<file path="config.mk">
export PLATFORM = sky130hd
export DESIGN_NAME = nibble_serial_adder_ctrl
export DESIGN_NICKNAME = d
export VERILOG_FILES = /design/src/rtl/nibble_serial_adder_ctrl.sv
export SDC_FILE = /design/constraint.sdc
export NUM_CORES = 1
export LEC_CHECK = 0
export CORE_AREA = 2 2 68 76
export DETAILED_ROUTE_END_ITERATION = 16
export DIE_AREA = 0 0 70 78
export DONT_BUFFER_PORTS = 1
export PLACE_DENSITY = 0.8
export SLEW_MARGIN = 20
export SYNTH_ARGS = -nofsm -noshare
export SYNTH_HDL_FRONTEND = slang
export SYNTH_SLANG_ARGS = --single-unit
</file>
<file path="constraint.sdc">
create_clock -name clk -period 6.6 [get_ports clk]
set_input_delay 1.32 -clock clk [delete_from_list [all_inputs] [get_ports clk]]
set_output_delay 1.32 -clock clk [all_outputs]
set_load 0.01 [all_outputs]
</file>
<file path="src/rtl/nibble_serial_adder_ctrl.sv">
// Multi-cycle WIDTH-bit adder built around one shared 4-bit ripple-carry slice.
// Nibbles are processed LSB first, with the carry chained through a register.
module nibble_serial_adder_ctrl #(
    parameter int WIDTH = 16
) (
    input  logic             clk,
    input  logic             rst,
    input  logic             in_valid,
    output logic             in_ready,
    input  logic [WIDTH-1:0] a,
    input  logic [WIDTH-1:0] b,
    input  logic             cin,
    output logic             busy,
    output logic             out_valid,
    input  logic             out_ready,
    output logic [WIDTH-1:0] sum,
    output logic             cout,
    output logic             ovf
);
    localparam int NIB = WIDTH / 4;
    localparam int IW  = (NIB > 1) ? $clog2(NIB) : 1;
    localparam logic [IW-1:0] LAST_IDX = IW'(NIB - 1);

    if ((WIDTH % 4) != 0 || WIDTH < 8) begin : g_bad_width
        $error("nibble_serial_adder_ctrl: WIDTH must be a multiple of 4 and >= 8");
    end

    typedef enum logic [1:0] {
        IDLE = 2'd0,
        RUN  = 2'd1,
        DONE = 2'd2
    } state_t;

    state_t           state_q;
    logic [IW-1:0]    idx_q;
    logic             carry_q;
    logic [WIDTH-1:0] a_q;
    logic [WIDTH-1:0] b_q;
    logic [WIDTH-1:0] sum_q;
    logic             cout_q;
    logic             ovf_q;
    logic             in_ready_q;
    logic             busy_q;
    logic             out_valid_q;

    logic [3:0]       slice_sum_d;
    logic             slice_co_d;
    logic             slice_c3_d;

    // 4-bit ripple-carry slice: returns {carry_out, sum}
    function automatic logic [4:0] slice_add(input logic [3:0] x, input logic [3:0] y,
                                             input logic c);
        return {1'b0, x} + {1'b0, y} + {4'b0000, c};
    endfunction

    // Carry into bit 3 of the slice, needed for signed overflow
    function automatic logic slice_c3(input logic [3:0] x, input logic [3:0] y,
                                      input logic c);
        logic [3:0] low;
        low = {1'b0, x[2:0]} + {1'b0, y[2:0]} + {3'b000, c};
        return low[3];
    endfunction

    // Shared slice operating on the nibble selected by idx
    always_comb begin
        logic [4:0] res;
        res         = slice_add(a_q[4*idx_q +: 4], b_q[4*idx_q +: 4], carry_q);
        slice_sum_d = res[3:0];
        slice_co_d  = res[4];
        slice_c3_d  = slice_c3(a_q[4*idx_q +: 4], b_q[4*idx_q +: 4], carry_q);
    end

    // Sequencer FSM with registered handshake flags and result
    always_ff @(posedge clk or posedge rst) begin
        if (rst) begin
            state_q     <= IDLE;
            idx_q       <= '0;
            carry_q     <= 1'b0;
            a_q         <= '0;
            b_q         <= '0;
            sum_q       <= '0;
            cout_q      <= 1'b0;
            ovf_q       <= 1'b0;
            in_ready_q  <= 1'b1;
            busy_q      <= 1'b0;
            out_valid_q <= 1'b0;
        end else begin
            case (state_q)
                IDLE: begin
                    if (in_valid) begin
                        a_q        <= a;
                        b_q        <= b;
                        carry_q    <= cin;
                        idx_q      <= '0;
                        sum_q      <= '0;
                        cout_q     <= 1'b0;
                        ovf_q      <= 1'b0;
                        in_ready_q <= 1'b0;
                        busy_q     <= 1'b1;
                        state_q    <= RUN;
                    end else begin
                        state_q    <= IDLE;
                    end
                end
                RUN: begin
                    sum_q[4*idx_q +: 4] <= slice_sum_d;
                    carry_q             <= slice_co_d;
                    if (idx_q == LAST_IDX) begin
                        cout_q      <= slice_co_d;
                        ovf_q       <= slice_c3_d ^ slice_co_d;
                        busy_q      <= 1'b0;
                        out_valid_q <= 1'b1;
                        state_q     <= DONE;
                    end else begin
                        idx_q       <= idx_q + IW'(1);
                    end
                end
                DONE: begin
                    // Result stays frozen until the consumer takes it
                    if (out_ready) begin
                        out_valid_q <= 1'b0;
                        in_ready_q  <= 1'b1;
                        state_q     <= IDLE;
                    end else begin
                        state_q     <= DONE;
                    end
                end
                default: begin
                    state_q     <= IDLE;
                    idx_q       <= '0;
                    in_ready_q  <= 1'b1;
                    busy_q      <= 1'b0;
                    out_valid_q <= 1'b0;
                end
            endcase
        end
    end

    assign in_ready  = in_ready_q;
    assign busy      = busy_q;
    assign out_valid = out_valid_q;
    assign sum       = sum_q;
    assign cout      = cout_q;
    assign ovf       = ovf_q;

endmodule

</file>
### After elaboration in Yosys (flattened, before gate mapping)

Index checks and enable logic that the tools add are counted.

* RAM bits: 0
* memories: 0
* input port bits: 37
* output and inout port bits: 21
* latch bits: 0
* memory bits (read-only): 0
* register bits: 58
* word-level logic and storage cells: 66

* multipliers: 0
* shift-type cells: 4
* divide/modulo/power cells: 0
* magnitude comparators: 0
* add/subtract/negate cells: 6
* reduce and logical (&&, ||, !) cells: 9
* bitwise operators: 4
* muxes and demuxes: 25
* equal/unequal tests: 7

Operator list (count)
* $neg 4->34: 1
* $shift 4x34->16 const A: 1
* $shiftx 4x34->16: 1
* $pmux 16 s2: 1
* $shiftx 16x5->4: 2
* $bwmux 16: 1
* $mux 16: 1
* $reduce_and 3->1: 5
* $pmux 2 s3: 2
* $mux 1: 10
* $pmux 1 s3: 3
* $mux 2: 4
* $ne 2x2->1 const B: 4
* $pmux 1 s2: 3
* $add 4x4->5: 1
* $add 5x1->5: 1
* $add 3x3->4: 1
* $add 4x1->4: 1
* $eq 2x2->1 const B: 2
* $reduce_and 2->1: 2
* $not 1->1: 3
* $add 2x1->2 const B: 1
* $eq 2x1->1 const B: 1
* $logic_not 2->1: 1
* other kinds (2): 2

### Longest topological paths before layout

* word-level depth: 6
* depth in mapped cells: 8
* gate-level depth less buffers: 7

### Worst setup path before layout

Ideal clock, no wire load.

* path kind: reg2reg
* start point: reg idx_q[0]
* end point: reg cout_q (netlist: cout)
* slack: 3.757 ns
* buffers on the path: 1
* setup time: 0.128 ns
* period minus slack after synthesis: 2.843 ns
* stages on the path, launching flop included: 9
* data required time: 6.472 ns
* arrival: 2.716 ns
* cell sequence: dfrtp_1 buf_4 mux4_2 fa_1 fa_1 a21o_1 a21oi_1 nor2_1 mux2_1

* word-level cells in the longest chain between the ends: 5
* elaborated cells between the ends (all ways): 9
* classes of those cells: add/sub: 2; eq/ne: 2; shift: 2; mux: 2; reduce/logical: 1

RTL lines
* start, declared: RTL line 35 `logic [IW-1:0] idx_q;`
* start signal, assigned: RTL line 115 `idx_q <= idx_q + IW'(1);`
* $shiftx 16x5->4
* $add 4x4->5: RTL line 53 `return {1'b0, x} + {1'b0, y} + {4'b0000, c};`
* $add 5x1->5: RTL line 53
* $mux 1: RTL line 108 `if (idx_q == LAST_IDX) begin`
* $pmux 1 s2: RTL line 88 `case (state_q)`
* end signal, assigned: RTL line 109 `cout_q <= slice_co_d;`
* end, declared: RTL line 40 `logic cout_q;`

Several ways; a longest one is shown, not always the timed one. The select of a mux whose other input is x is not followed.
A chain may end at the register's enable or synchronous reset.

### Worst setup path after layout

Same ends and word-level chain as after synthesis.

==> insert_results.sql <==
INSERT INTO impl_metrics (metric_group, metric, value, unit) VALUES
('cts', 'clock_tree.root_cell', 'sky130_fd_sc_hd__clkbuf_8', ''),
('placement', 'io_buffer_count', '0', ''),
('floorplan', 'io_pins', '58', ''),
('finish', 'fill_cells', '359', ''),
('placement', 'gp_congestion', '0.882', ''),
('logic_synthesis', 'async_reset_ff_share', '100', '%'),
('critical_path', 'critical_path.top_delay_family', 'multiplexers', ''),
('power_and_ir_drop', 'power.switching_fraction', '39.4', '%'),
('power_and_ir_drop', 'share_clk_of_total_power', '17.0', '%'),
('global_route', 'grt.busiest_layer', 'met2', ''),
('global_route', 'grt_util_met2', '31.9', '%'),
('global_route', 'grt_first_pass_wirelength', '8.38', 'mm'),
('floorplan', 'dieArea', '0.00546', 'mm^2'),
('timing', 'final.setup.tns', '0', 'ns'),
('logic_synthesis', 'syn_inst', '186', ''),
('cts', 'clk_pin_slew_worst_paths', '0.06', 'ns'),
('critical_path', 'worst_path_largest_cell_delay', '0.86', 'ns'),
('logic_synthesis', 'synth_cell_type_count', '34', ''),
('power_and_ir_drop', 'combinationalPowerShare', '44.0', '%'),
('floorplan', 'die_x_extent', '70', 'um'),
('logic_synthesis', 'synth_enable_flop_cells', '0', ''),
('critical_path', 'ordered_cell_list_for_the_critical_path', 'mux4_2 > fa_1 > fa_1 > a21o_1 > a21oi_1 > nor2_1 > mux2_1', ''),
('timing', 'post-route-min-period', '3.26', 'ns'),
('critical_path', 'critPathBufInv', '0', ''),
('logic_synthesis', 'synth_fp_nets', '232', ''),
('critical_path', 'critical_path.slowest_cell', 'sky130_fd_sc_hd__dfrtp_1', ''),
('power_and_ir_drop', 'power.net_switching', '681', 'uW'),
('critical_path', 'timing_worst_setup_path_type', 'register to register', ''),
('global_route', 'gr-usage-all-layers', '20.3', '%'),
('global_route', 'use_met1', '25.3', '%'),
('cts', 'cts.sinks', '58', ''),
('timing', 'period_share', '49.4', '%'),
('power_and_ir_drop', 'total_leakage_power', '1.30', 'nW'),
('timing', 'tightestPinTransition', '0.804', 'ns'),
('global_route', 'gr-total-overflow', '0', ''),
('power_and_ir_drop', 'ir_worst_vdd', '0.000318', 'V'),
('floorplan', 'initial_utilization', '58.4', '%'),
('timing', 'final_max_slew_viol_count', '0', ''),
('logic_synthesis', 'synth.yosys.seq_area_share', '53.8', '%'),
('critical_path', 'critPathCaptureType', 'register', ''),
('status', 'outcome', 'finished clean', ''),
('logic_synthesis', 'post_synth.cell_area_avg', '14.5', 'um^2'),
('timing', 'slew_headroom', '46.4', '%'),
('cts', 'ctsResizeCount', '0', ''),
('global_route', 'antenna_found_initial', '0', ''),
('power_and_ir_drop', 'power.density_cell_area', '596', 'mW/mm^2'),
('route', 'antenna_left', '0', ''),
('logic_synthesis', 'postSynth.topFlopCell', 'sky130_fd_sc_hd__dfrtp_1', ''),
('critical_path', 'setup.worst_path.start_class', 'register', ''),
('logic_synthesis', 'syn-cell-area', '0.00270', 'mm^2'),
('timing', 'final-hold-violation-count', '0', ''),
('power_and_ir_drop', 'share_seq_of_total_power', '39.0', '%'),
('route', 'drt_first_pass_iters', '4', ''),
('route', 'detail_route.vias_per_cell', '6.12', ''),
('placement', 'dp.final_hpwl', '3.56', 'mm'),
('timing', 'max_clock_freq', '307', 'MHz'),
('finish', 'antenna_cells', '0', ''),
('route', 'drt_iter0_drc', '97', ''),
('critical_path', 'critPathMostFrequentCell', 'sky130_fd_sc_hd__fa_1', ''),
('logic_synthesis', 'seq_cells_post_synth', '58', ''),
('global_route', 'grt_start_max_net_pins', '59', ''),
('timing', 'clock_skew', '0.0114', 'ns'),
('critical_path', 'worst-path-max-fanout', '14', ''),
('cts', 'cts_tree', 'yes', ''),
('finish', 'finish.net_count', '234', ''),
('timing', 'report.final.setup_viol', '0', ''),
('global_route', 'first_global_vias', '1702', ''),
('hold_path', 'min_delay_path_class', 'register to register', ''),
('logic_synthesis', 'ys_warn_count', '0', ''),
('flow_run', 'max-cap-violations', '0', ''),
('route', 'dr_total_vias', '1523', '');
area by class of cell:
class | instances | area (um^2) | area share (%)
Clock buffer | 14 | 173 | 5.96
Clock inverter | 2 | 10.0 | 0.346
Inverter | 3 | 13.8 | 0.475
Multi-Input combinational cell | 116 | 1180 | 40.6
Sequential cell | 58 | 1450 | 50.2
Tap cell | 56 | 70.1 | 2.42
synthesized netlist by cell type (2+ instances only):
cell	instances	share of area, %
sky130_fd_sc_hd__nor2b_1	2	0.46
sky130_fd_sc_hd__dfrtp_1	57	53
sky130_fd_sc_hd__ha_1	7	3.2
sky130_fd_sc_hd__mux2_1	33	14
sky130_fd_sc_hd__fa_1	2	1.5
sky130_fd_sc_hd__a22o_1	16	5.2
sky130_fd_sc_hd__nand2b_1	2	0.46
sky130_fd_sc_hd__a21o_1	5	1.4
sky130_fd_sc_hd__xor2_1	2	0.65
sky130_fd_sc_hd__o32ai_1	2	0.65
sky130_fd_sc_hd__inv_1	3	0.42
sky130_fd_sc_hd__mux4_2	8	6.7
sky130_fd_sc_hd__nand2_1	11	1.5
sky130_fd_sc_hd__clkbuf_1	2	0.28
sky130_fd_sc_hd__buf_4	6	1.7
sky130_fd_sc_hd__o21ai_1	2	0.37
sky130_fd_sc_hd__a21oi_1	2	0.37
sky130_fd_sc_hd__nor2_1	7	0.97
sky130_fd_sc_hd__xnor2_1	2	0.65
worst reg2reg max path: stages (launching register included):
cell	delay, ns
sky130_fd_sc_hd__dfrtp_1	0.86
sky130_fd_sc_hd__mux4_2	0.61
sky130_fd_sc_hd__fa_1	0.44
sky130_fd_sc_hd__fa_1	0.43
sky130_fd_sc_hd__a21o_1	0.17
sky130_fd_sc_hd__a21oi_1	0.23
sky130_fd_sc_hd__nor2_1	0.09
sky130_fd_sc_hd__mux2_1	0.31
metrics by stage:
step / setup slack, ns / utilization [%] / area, um^2 / hold WS, ns / std cells
2_1_floorplan: 3.76 / - / 2700 / 0.452 / 186
3_3_place_gp: 3.45 / 58.7 / 2710 / 0.463 / 233
3_5_place_dp: 3.33 / 58.7 / 2710 / 0.477 / 233
4_1_cts: 3.32 / 62.6 / 2890 / 0.490 / 249
5_1_grt: 3.15 / 62.7 / 2900 / 0.518 / 249
6_report: 3.34 / 62.7 / 2900 / 0.489 / 249
cells by family (layout without fill, tap and decap cells):
family	Yosys count	count (layout)	share of synthesized area, %
adder cells (fa/ha/maj)	9	9	4.73
AO/OA/AOI/OAI	32	32	9.50
XOR/XNOR	4	4	1.30
multiplexers	42	42	20.8
flip-flops	58	58	53.8
AND/OR/NAND/NOR	29	29	7.28
buffers and inverters	12	19	2.55
power groups by stage:
stage                     Clock (mW)  Sequential, mW  Combinational [mW]
after CTS                      0.301           0.676               0.767
after floorplan                    0           0.601               0.665
final                          0.294           0.673               0.759
after detailed placement           0           0.682               0.764
after global routing           0.317           0.697               0.842
after global placement             0           0.670               0.715
path summary, 6_finish.rpt:
path                       startpoint  endpoint  slack, ns  cells past startpoint
setup / recovery             idx_q[0]      cout       3.34                      7
hold / removal                b_q[10]   b_q[10]       0.49                      1
setup reg to reg             idx_q[0]      cout       3.34                      7
hold reg to reg               b_q[10]   b_q[10]       0.49                      1
max in group asynchronous         rst    a_q[3]       5.18                      1
min in group asynchronous         rst    sum[6]       0.97                      1
cells in the final DEF (no fill, tap or decap), types with 5 or more instances in the layout:
| master | synthesis | layout |
|---|---|---|
| sky130_fd_sc_hd__dfrtp_1 | 57 | 57 |
| sky130_fd_sc_hd__mux2_1 | 33 | 33 |
| sky130_fd_sc_hd__a22o_1 | 16 | 16 |
| sky130_fd_sc_hd__clkbuf_8 | 0 | 12 |
| sky130_fd_sc_hd__nand2_1 | 11 | 11 |
| sky130_fd_sc_hd__mux4_2 | 8 | 8 |
| sky130_fd_sc_hd__nor2_1 | 7 | 7 |
| sky130_fd_sc_hd__ha_1 | 7 | 7 |
| sky130_fd_sc_hd__a21o_1 | 5 | 5 |
registers in the layout (all words and copies together) (netlist names):
name       count
cout           1
in_ready       1
busy           1
ovf            1
state_q        2
a_q           16
carry_q        1
out_valid      1
idx_q          2
b_q           16
sum           16
per-layer routing:
metal	up-vias	wire (um)	share of wire, %
li1	692	-	-
met1	763	2060	42
met2	57	2460	50
met3	11	307	6.2
met4	0	94	1.9
met5	-	0	0
Note: power is estimated with default switching activity, not from simulation.
